File: src/rtl/mod_n_down_counter_if.sv
// Control and status bundle for mod_n_down_counter.
// en and load are level strobes sampled on every rising edge; there is no ready, so every edge is accepted.
interface mod_n_down_counter_if #(
    parameter int N_BITS = 3
);
    logic              en;
    logic              load;
    logic [N_BITS-1:0] load_val;
    logic [N_BITS-1:0] count;
    logic              done;
    logic              tc;
    logic              busy;

    modport master (
        output en, load, load_val,
        input  count, done, tc, busy
    );

    modport slave (
        input  en, load, load_val,
        output count, done, tc, busy
    );
endinterface

File: src/rtl/mod_n_down_counter.sv
// Modulo-N down counter with load, enable, terminal-count pulse and optional one-shot stop.
// State is exported on o_state for observation only.
module mod_n_down_counter #(
    parameter int N        = 8,
    parameter int N_BITS   = 3,
    parameter bit ONE_SHOT = 1'b0
) (
    input  logic                  i_clk,
    input  logic                  i_rst,
    mod_n_down_counter_if.slave   bus,
    output logic [1:0]            o_state
);
    typedef enum logic [1:0] {
        IDLE    = 2'd0,
        RUN     = 2'd1,
        EXPIRED = 2'd2
    } state_t;

    localparam logic [N_BITS-1:0] MAX_CNT = N_BITS'(N - 1);

    state_t            r_state;
    state_t            w_state_nxt;
    logic [N_BITS-1:0] r_count;
    logic [N_BITS-1:0] w_count_nxt;
    logic              r_tc;
    logic              w_tc_nxt;
    logic              r_busy;
    logic              w_busy_nxt;
    logic [N_BITS-1:0] w_clamped;

    // Out-of-range load values saturate at N-1 rather than wrapping.
    assign w_clamped = (bus.load_val > MAX_CNT) ? MAX_CNT : bus.load_val;

    always_ff @(posedge i_clk) begin
        if (!i_rst) begin
            r_state <= IDLE;
            r_count <= MAX_CNT;
            r_tc    <= 1'b0;
            r_busy  <= 1'b0;
        end else begin
            r_state <= w_state_nxt;
            r_count <= w_count_nxt;
            r_tc    <= w_tc_nxt;
            r_busy  <= w_busy_nxt;
        end
    end

    always_comb begin
        w_state_nxt = r_state;
        w_count_nxt = r_count;
        w_tc_nxt    = 1'b0;
        case (r_state)
            IDLE: begin
                if (bus.load) begin
                    w_count_nxt = w_clamped;
                    w_state_nxt = RUN;
                end
            end
            RUN: begin
                if (bus.load) begin
                    w_count_nxt = w_clamped;
                end else if (bus.en) begin
                    if (r_count != '0) begin
                        w_count_nxt = r_count - N_BITS'(1);
                    end else begin
                        // Decrement taken at zero: pulse tc, then wrap or stop.
                        w_tc_nxt = 1'b1;
                        if (ONE_SHOT) begin
                            w_state_nxt = EXPIRED;
                        end else begin
                            w_count_nxt = MAX_CNT;
                        end
                    end
                end
            end
            EXPIRED: begin
                w_count_nxt = '0;
                if (bus.load) begin
                    w_count_nxt = w_clamped;
                    w_state_nxt = RUN;
                end
            end
            default: begin
                w_state_nxt = IDLE;
            end
        endcase
        w_busy_nxt = (w_state_nxt == RUN);
    end

    assign bus.count = r_count;
    assign bus.done  = (r_count == '0);
    assign bus.tc    = r_tc;
    assign bus.busy  = r_busy;
    assign o_state   = r_state;
endmodule

File: src/flat_wrapper.sv
// flat-port wrapper written by rule: the top's interface ports become plain ports
module mod_n_down_counter_flat 
#(
    parameter int N        = 8,
    parameter int N_BITS   = 3,
    parameter bit ONE_SHOT = 1'b0
)
  (i_clk, i_rst, o_state, bus_en, bus_load, bus_load_val, bus_count, bus_done, bus_tc, bus_busy);
  mod_n_down_counter_if #(.N_BITS(N_BITS)) bus_i ();
  input  logic i_clk;
  input  logic i_rst;
  output logic [1:0] o_state;
  input wire logic [$bits(bus_i.en)-1:0] bus_en;
  input wire logic [$bits(bus_i.load)-1:0] bus_load;
  input wire logic [$bits(bus_i.load_val)-1:0] bus_load_val;
  output wire logic [$bits(bus_i.count)-1:0] bus_count;
  output wire logic [$bits(bus_i.done)-1:0] bus_done;
  output wire logic [$bits(bus_i.tc)-1:0] bus_tc;
  output wire logic [$bits(bus_i.busy)-1:0] bus_busy;
  assign bus_i.en = bus_en;
  assign bus_i.load = bus_load;
  assign bus_i.load_val = bus_load_val;
  assign bus_count = bus_i.count;
  assign bus_done = bus_i.done;
  assign bus_tc = bus_i.tc;
  assign bus_busy = bus_i.busy;
  mod_n_down_counter #(.N(N), .N_BITS(N_BITS), .ONE_SHOT(ONE_SHOT)) u_core (.i_clk(i_clk), .i_rst(i_rst), .bus(bus_i), .o_state(o_state));
endmodule
File: config.mk
export PLATFORM = sky130hd
export DESIGN_NAME = mod_n_down_counter_flat
export DESIGN_NICKNAME = d
export VERILOG_FILES = /design/src/rtl/mod_n_down_counter_if.sv /design/src/rtl/mod_n_down_counter.sv /design/src/flat_wrapper.sv
export SDC_FILE = /design/constraint.sdc
export NUM_CORES = 1
export LEC_CHECK = 0
export CAP_MARGIN = 20
export CELL_PAD_IN_SITES_DETAIL_PLACEMENT = 2
export CELL_PAD_IN_SITES_GLOBAL_PLACEMENT = 2
export CORE_MARGIN = 1
export CORE_UTILIZATION = 22
export CTS_CLUSTER_SIZE = 28
export DETAILED_ROUTE_END_ITERATION = 16
export PLACE_DENSITY_LB_ADDON = 0.05
export SYNTH_ARGS = -nofsm -noshare
export SYNTH_HDL_FRONTEND = slang
export SYNTH_SLANG_ARGS = --single-unit
File: constraint.sdc
create_clock -name i_clk -period 1.9 [get_ports i_clk]
set_input_delay 0.57 -clock i_clk [delete_from_list [all_inputs] [get_ports i_clk]]
set_output_delay 0.57 -clock i_clk [all_outputs]
set_load 0.02 [all_outputs]
==> out/summary.txt <==
Final HPWL DP - 908 um
detailed-route via count - 404
Final Skew - 0.00891 ns
GRT Util Overall - 13.7%
Reg area - 121 um2
FFs w/ async S/R, synth - 0%
initial antenna violation count - 0
gr ovfl total - 0
time the worst path needs with I/O delays and setup - 1.81 ns
WL/cell - 11.8 um
setup violators final - 0
Cell Rows - 15
crit-path max cell delay - 0.33 ns
crit path launch type - flip-flop
Hold Crit Class - reg -> reg
vias in the first global route - 421
detailed router's first-iteration violation count - 0
Final period util - 95.0%
worst setup path startpoint - u_core.bus.count[0]$_SDFFE_PN1P_
LEAKAGE - 0.313 nW
Worst Hold Path EP - u_core.bus.busy$_SDFF_PN0_
drt pass-1 iters - 1
max-slew violation count - 0
outcome - finished, final reports clean
final wirelength - 1090 um
hold buffers post-CTS - 0
global-route wire length before repair - 1910 um
number of enable flip-flop cells after synthesis - 0
post-route setup TNS - 0 ns
cell chain of the critical path - inv_1, ha_1, nand2b_1, inv_1, clkdlybuf4s15_1
worst-skew pair later-pin latency - 0.25 ns
R2R depth - 5
design area - 621 um2
clk root buf - clkbuf_4
Longest Clk Path Bufs - 2
worst reg2reg endpoint - u_core.bus.count[1]$_SDFFE_PN1P_
# diodes - 0
layout cell share with drive strength beyond 1 - 16.4%
CTS Sinks - 6
Main synth FF type - dfxtp_1
Max VDD drop - 0.420 mV
worst-path cell with the longest stage delay - dfxtp_2
syn nets - 60
Area contributors post-synth - dfxtp_1, ha_1, inv_1
most common cell in the synthesized netlist - inv_1
Die ar. - 1990 um2
Fmax achieved - 0.554 GHz
critical path fanouts, max - 3
Area growth, synth to finish - 55.0%
Die Span X - 44.7 um
fillers - 201
starting density of the core - 23.4%
cells after synthesis - 47
Port-buffer cells - 14
RSZ-0062 raised after global routing - false
Top cell by count, worst path - inv_1
cell taking the most area after synthesis - dfxtp_1
synthesized area per cell - 8.52 um2
Setup CP Type - reg -> out
CTS buffer count - 3
post-synth top area share - 30.0%
FF-to-FF setup slack - 0.32 ns
Worst Setup End Kind - output port
Rel. slew slack - 83.8%
nets@finish - 82
CTS tree - built
largest net degree at the start of global routing - 8
hold path depth - 1
Clk pin slew, worst setup/hold paths - 0.05 ns
max_cap viols - 0
Die Height - 44.7 um
drt drc - 0
Mapped Area - 400 um2
number of I/O pins - 15
number of hold violations in the final report - 0
H-tree depth - 1
hold path start - u_core.o_state[1]$_SDFF_PN0_
antenna viol nets, final - 0
PD cells - 605 nW/um2
Multi-input gate area - 243 um2
Area after DPL - 594 um2
crit path DAT - 1.24 ns
CP Data Required Time - 1.33 ns
Netlist cell types - 18
Seq cells post-synth - 6
core footprint - 1710 um2
Yosys Warn Count - 0
Via density - 4.39
Slew @ Worst Pin - 0.241 ns
sequential area share after synthesis - 30.0%
gpl congestion - 0.690
worst reg2reg path startpoint - u_core.bus.busy$_SDFF_PN0_
Post-synth top cells - inv_1, dfxtp_1, ha_1
==> power breakdown <==
part / internal [mW] / leakage [nW] / switching [mW]
clock network: 0.0714 / 0.0138 / 0.0452
logic: 0.0566 / 0.250 / 0.0582
registers: 0.136 / 0.0494 / 0.00828
total: 0.264 / 0.313 / 0.112
==> cells in the final DEF, fill, tap and decap left out <==
cell type and count:
o22a_1 1, clkdlybuf4s15_1 1, a21oi_2 1, inv_1 8
nand2b_4 1, dlymetal6s2s_1 2, nand2b_1 1, a21oi_1 5
o221ai_1 3, clkdlybuf4s50_1 9, nand2_1 1, clkbuf_4 3
o21ai_1 2, buf_4 4, dfxtp_1 5, nor4_1 2
a211oi_1 1, ha_1 6, dfxtp_2 1, nor3_1 1
and3b_1 1, a211oi_2 1, dlygate4sd2_1 2, nor2_1 5
==> critical path, delay by kind of cell (launching register included) <==
family                     cells  cell delay [ns]
and+or+nand+nor                1             0.09
adders and majority gates      1             0.20
buffers and inverters          3             0.36
DFF                            1             0.33
==> worst max path at each step <==
stage	end	slack, ns	cells after the start
after global placement	u_core.bus.count[2]$_SDFFE_PN1P_	0.08	5
final	bus_done	0.09	5
after global routing	bus_done	0.01	5
after CTS	bus_done	0.02	5
after floorplan	u_core.bus.count[2]$_SDFFE_PN1P_	0.33	5
after detailed placement	u_core.bus.count[0]$_SDFFE_PN1P_	0.03	5
==> routing by layer <==
layer	up-vias	share of wire (%)	routed length, um	GRT usage (%)
li1	203	-	-	-
met1	192	47	516	17.5
met2	9	48	517	20.9
met3	0	5.0	54	7.35
met4	0	0	0	1.82
met5	-	0	0	0
==> what timing repair did <==
action,4_1_cts,5_1_grt
resized for setup,3,4
setup endpoints to repair,3,3
buffers inserted,0,0
==> metrics by stage <==
step	total power, mW	hold slack [ns]	setup WS, ns	util [%]	instances
global placement	0.263	0.535	0.0799	34.8	89
floorplan	0.207	0.605	0.326	-	47
CTS	0.384	0.539	0.0209	35.9	92
global route	0.405	0.583	0.0116	36.3	92
detailed placement	0.264	0.526	0.0287	34.8	89
finish	0.375	0.524	0.0945	36.3	92
==> kinds of logic (layout without fill, tap and decap cells) <==
family,Yosys count,count (layout),share of synthesized area [%]
AO/OA/AOI/OAI,14,14,24.7
adder cells (fa/ha/maj),6,6,18.7
AND/OR/NAND/NOR,12,12,17.2
flip-flops,6,6,30.0
buffers and inverters,9,29,9.38
==> area by class of cell <==
type | count | area share (%)
tap | 25 | 5.04
sequential | 6 | 19.6
clock buffer | 3 | 3.63
inverter | 8 | 4.84
multi-input combinational | 32 | 39.1
timing repair buffer | 18 | 27.8
==> state kept, by name, indices dropped and copies added (netlist names) <==
name	cells
u_core.bus.count	3
u_core.bus.busy	1
u_core.bus.tc	1
u_core.o_state	1
No activity file was read; power rests on OpenSTA's default activity.
==> patch 1, RTL diff (config.mk and constraints unchanged) <==
`ONE_SHOT` is set to 1'b0 in 2 places; all go to 1'b1.
--- a/src/rtl/mod_n_down_counter.sv
+++ b/src/rtl/mod_n_down_counter.sv
@@ -5,3 +5,3 @@
     parameter int N_BITS   = 3,
-    parameter bit ONE_SHOT = 1'b0
+    parameter bit ONE_SHOT = 1'b1
 ) (
--- a/src/flat_wrapper.sv
+++ b/src/flat_wrapper.sv
@@ -5,3 +5,3 @@
     parameter int N_BITS   = 3,
-    parameter bit ONE_SHOT = 1'b0
+    parameter bit ONE_SHOT = 1'b1
 )
Formal check against the unedited RTL: not equivalent (Yosys sat finds a counterexample within 4 cycles, from zero or initial values and one cycle with i_rst low).
==> patch 1 against the original RTL <==
Routed wire length rose by 41%; setup slack got worse by 20 ps; synthesized cell count rose by 17%; sequential cell count rose by 1; power rose by 25%; combinational power rose by 34%; synthesized area rose by 18%; cell area rose by 21%; largest cell class unchanged.
==> patch 1: results (changes against the original RTL) <==
[run_status]
status=completed  ; unchanged

[critical_path]
critPathMaxStageDelay_ps=620  ; was 330 ps
worstPathArrival_ps=1260  ; was 1240 ps
critPathSlowestCell=clkdlybuf4s50_1  ; was dfxtp_2
reg2reg_slack_ps=160  ; was 320 ps
crit_start=u_core.o_state[1]  ; was u_core.bus.count[0]
worst_r2r_path_depth=7  ; was 5
r2r-start=u_core.bus.count[0]  ; was u_core.bus.busy
crit_end=o_state[1]  ; was bus_done
regToRegEndpoint=u_core.bus.count[2]  ; was u_core.bus.count[1]

[global_route]
grt_pass1_wl_um=2615  ; was 1911 µm
grt_max_degree=10  ; was 8
use_met3_pct=3.459  ; was 7.347%
grt_usage_pct=14.83  ; was 13.69%
use_met1_pct=18.65  ; was 17.49%
grt_pass1_vias=572  ; was 421
grtUsageMet2_pct=24.41  ; was 20.88%

[power]
leakage_nw=0.3559  ; was 0.3133 nW

[route]
firstDrtPassIters=4  ; was 1
routed.top_layer=met4  ; was met3
vias=507  ; was 404
wl_met2_um=670  ; was 517 µm
wl_per_cell_um=13.95  ; was 11.82 µm
first_iter_violations=1  ; was 0
dr_wl_met3_um=61  ; was 54 µm

[timing]
layout_setup_ws_ps=74.39  ; was 94.55 ps
whs_ps=602.8  ; was 523.9 ps
skew_ps=3.137  ; was 8.914 ps

[cells_and_area]
nFillCells=216  ; was 201
drive_above_1_share_pct=19.28  ; was 16.42%
finalNetCount=97  ; was 82
fin_cells=110  ; was 92
largest_reg_flops=3  ; unchanged

[hold_path]
min_to=u_core.bus.count[2]  ; was u_core.bus.busy
hold_depth=2  ; was 1

[synthesis]
syn_nets=68  ; was 60
ys_seq_area_share_pct=29.63  ; was 30.00%
ys_types=22  ; was 18
synthTopCellsByCount=7 x dfxtp_1, 7 x o21ai_0, 6 x ha_1, 6 x inv_1, 4 x a21boi_0  ; was 8 x inv_1, 6 x dfxtp_1, 6 x ha_1
synthAdderAreaFrac_pct=15.87  ; was 18.75%
synth_xor_area_share_pct=1.852  ; was 0%
synthTopCellsByArea=dfxtp_1 30%, ha_1 16%, o21ai_0 7.4%  ; was dfxtp_1 30%, ha_1 19%, inv_1 7.5%

[clocking]
ctsResizeCount=3  ; unchanged

[place]
gp_congestion=0.7178  ; was 0.6898
dp_slack_ps=-118.4  ; was 28.73 ps
place_area_um2=721.9  ; was 594.3 µm²
dp_hpwl_um=1235  ; was 908.3 µm

patch 1: logic make-up after synthesis:
logic type      count (synthesis)
compound gates                 20
xor+xnor                        1
fa+ha+maj                       6
buf+inv                         6
flops                           7
mux                             1
simple gates                   14
patch 1: worst reg2reg max path: stages, from the launching register on:
cell and delay, ps:
dfxtp_1 330, inv_1 70, ha_1 220, nor2b_2 160
buf_4 130, o211a_1 240, or2_1 270, o311ai_1 240
patch 1: power by group through the flow:
stage	registers [mW]	clock network, mW	logic (mW)
after global routing	0.170	0.163	0.169
final	0.168	0.148	0.154
after global placement	0.172	0	0.154
after floorplan	0.187	0	0.0612
after CTS	0.169	0.150	0.157
after detailed placement	0.173	0	0.155
patch 1: layout make-up:
type                            count  area, µm²  area share [%]
Multi-Input combinational cell     42      310.3           41.47
Timing Repair Buffer               24      215.2           28.76
Sequential cell                     7      140.1           18.73
Tap cell                           27      33.78           4.515
Clock buffer                        4      26.28           3.512
Inverter                            6      22.52           3.010
==> patch 2, RTL diff (config.mk and constraints unchanged) <==
Made on the original files. Reset style: asynchronous (`i_rst`), changed in one clocked block.
--- a/src/rtl/mod_n_down_counter.sv
+++ b/src/rtl/mod_n_down_counter.sv
@@ -33,3 +33,3 @@
 
-    always_ff @(posedge i_clk) begin
+    always_ff @(posedge i_clk or negedge i_rst) begin
         if (!i_rst) begin
Function: differs if i_rst is asserted again (counterexample within 4 cycles, from zero or initial values and one cycle with i_rst low); with i_rst held inactive, the same outputs for 10 cycles.
==> patch 2 against the original RTL <==
Setup slack got worse by 61 ps; synthesized area increased by 9.7%; cell area increased by 18%; routed wire length increased by 33%; sequential cell count unchanged; hold slack improved by 23 ps; largest cell class unchanged; highest routed layer is now met4.
Power is not compared: it rests on default switching activity, and its combinational part moved more than twofold at a synthesized area within 25%.
==> patch 2: results (changes against the original RTL) <==
[timing]
skew_ps=10.32  ; was 8.914 ps
tightest_slew_ps=299.2  ; was 240.8 ps

[critical_path]
critPathTopFamily=flip-flops  ; was buffers and inverters
path_max_fanout=4  ; was 3

[place]
dp_hpwl_um=1114  ; was 908.3 µm
dpl.cell_count=96  ; was 89
dp_slack_ps=-253.2  ; was 28.73 ps
gp_congestion=0.7000  ; was 0.6898

[route]
wl_per_cell_um=14.48  ; was 11.82 µm
first_iter_violations=5  ; was 0
avgViaCountPerCell=4.390  ; was 4.391
firstDrtPassIters=2  ; was 1

[run_status]
status=completed  ; unchanged

[synthesis]
synthTopCellsByCount=6 x ha_1, 6 x inv_1, 4 x nor2_1, 4 x o21ai_0  ; was 8 x inv_1, 6 x dfxtp_1, 6 x ha_1
synthFlopType=dfstp_2  ; was dfxtp_1
synth_compound_area_share_pct=17.95  ; was 24.69%
synthTopCellsByArea=dfstp_2 18%, dfrtp_1 17%, ha_1 17%  ; was dfxtp_1 30%, ha_1 19%, inv_1 7.5%

[global_route]
grt_pass1_wl_um=2194  ; was 1911 µm
grt_usage_pct=15.47  ; was 13.69%

[cells_and_area]
multi_input_gates=34  ; was 32
seq_area_um2=153.9  ; was 121.4 µm²
n_all_inverters=6  ; was 8
drive_above_1_share_pct=30.67  ; was 16.42%
fin_cells=100  ; was 92
buffer_area_share_pct=31.56  ; was 27.82%

==> patch 2: per-layer routing <==
metal | routed length [µm] | track usage (%)
met1 | 716 | 20.28
met2 | 655 | 23.06
met3 | 32 | 1.176
met4 | 44 | 12.00
met5 | 0 | 0
==> patch 2: cell families after synthesis <==
family,after synthesis
compound gates,11
fa+ha+maj,6
buf+inv,7
flops,6
mux,1
simple gates,16
==> patch 2: worst paths after layout <==
check,from,slack (ps),cells past startpoint,end
hold / removal,i_rst,550,1,u_core.bus.busy
hold reg to reg,u_core.o_state[1],550,1,u_core.bus.busy
setup reg to reg,u_core.bus.busy,180,6,u_core.bus.count[2]
min in group i_clk,u_core.o_state[1],550,1,u_core.bus.busy
max in group asynchronous,i_rst,1050,1,u_core.bus.count[1]
setup / recovery,u_core.bus.count[0],30,4,bus_done
==> patch 2: report_power, final <==
| part | internal, mW | switching, mW |
|---|---|---|
| Combinational | 0.203 | 0.187 |
| Clock | 0.0806 | 0.0621 |
| Sequential | 0.178 | 0.0329 |
==> patch 2: stage by stage <==
stage | util [%] | area (µm²) | hold slack [ps] | setup TNS (ps) | power, mW
2_1_floorplan | - | 439.2 | 274.4 | 0 | 0.3800
6_report | 40.49 | 729.5 | 546.7 | 0 | 0.7432
4_1_cts | 39.03 | 703.2 | 553.7 | -69.86 | 0.7262
5_1_grt | 40.49 | 729.5 | 568.6 | -6.339 | 0.7937
3_3_place_gp | 38.06 | 685.7 | 530.6 | -551.7 | 0.5918
3_5_place_dp | 38.06 | 685.7 | 554.7 | -778.9 | 0.6025
==> patch 2: timing repair <==
item,4_1_cts,5_1_grt
hold buffers,0,0
setup endpoints to repair,4,6
gates resized for setup,7,11
pin swaps,0,0
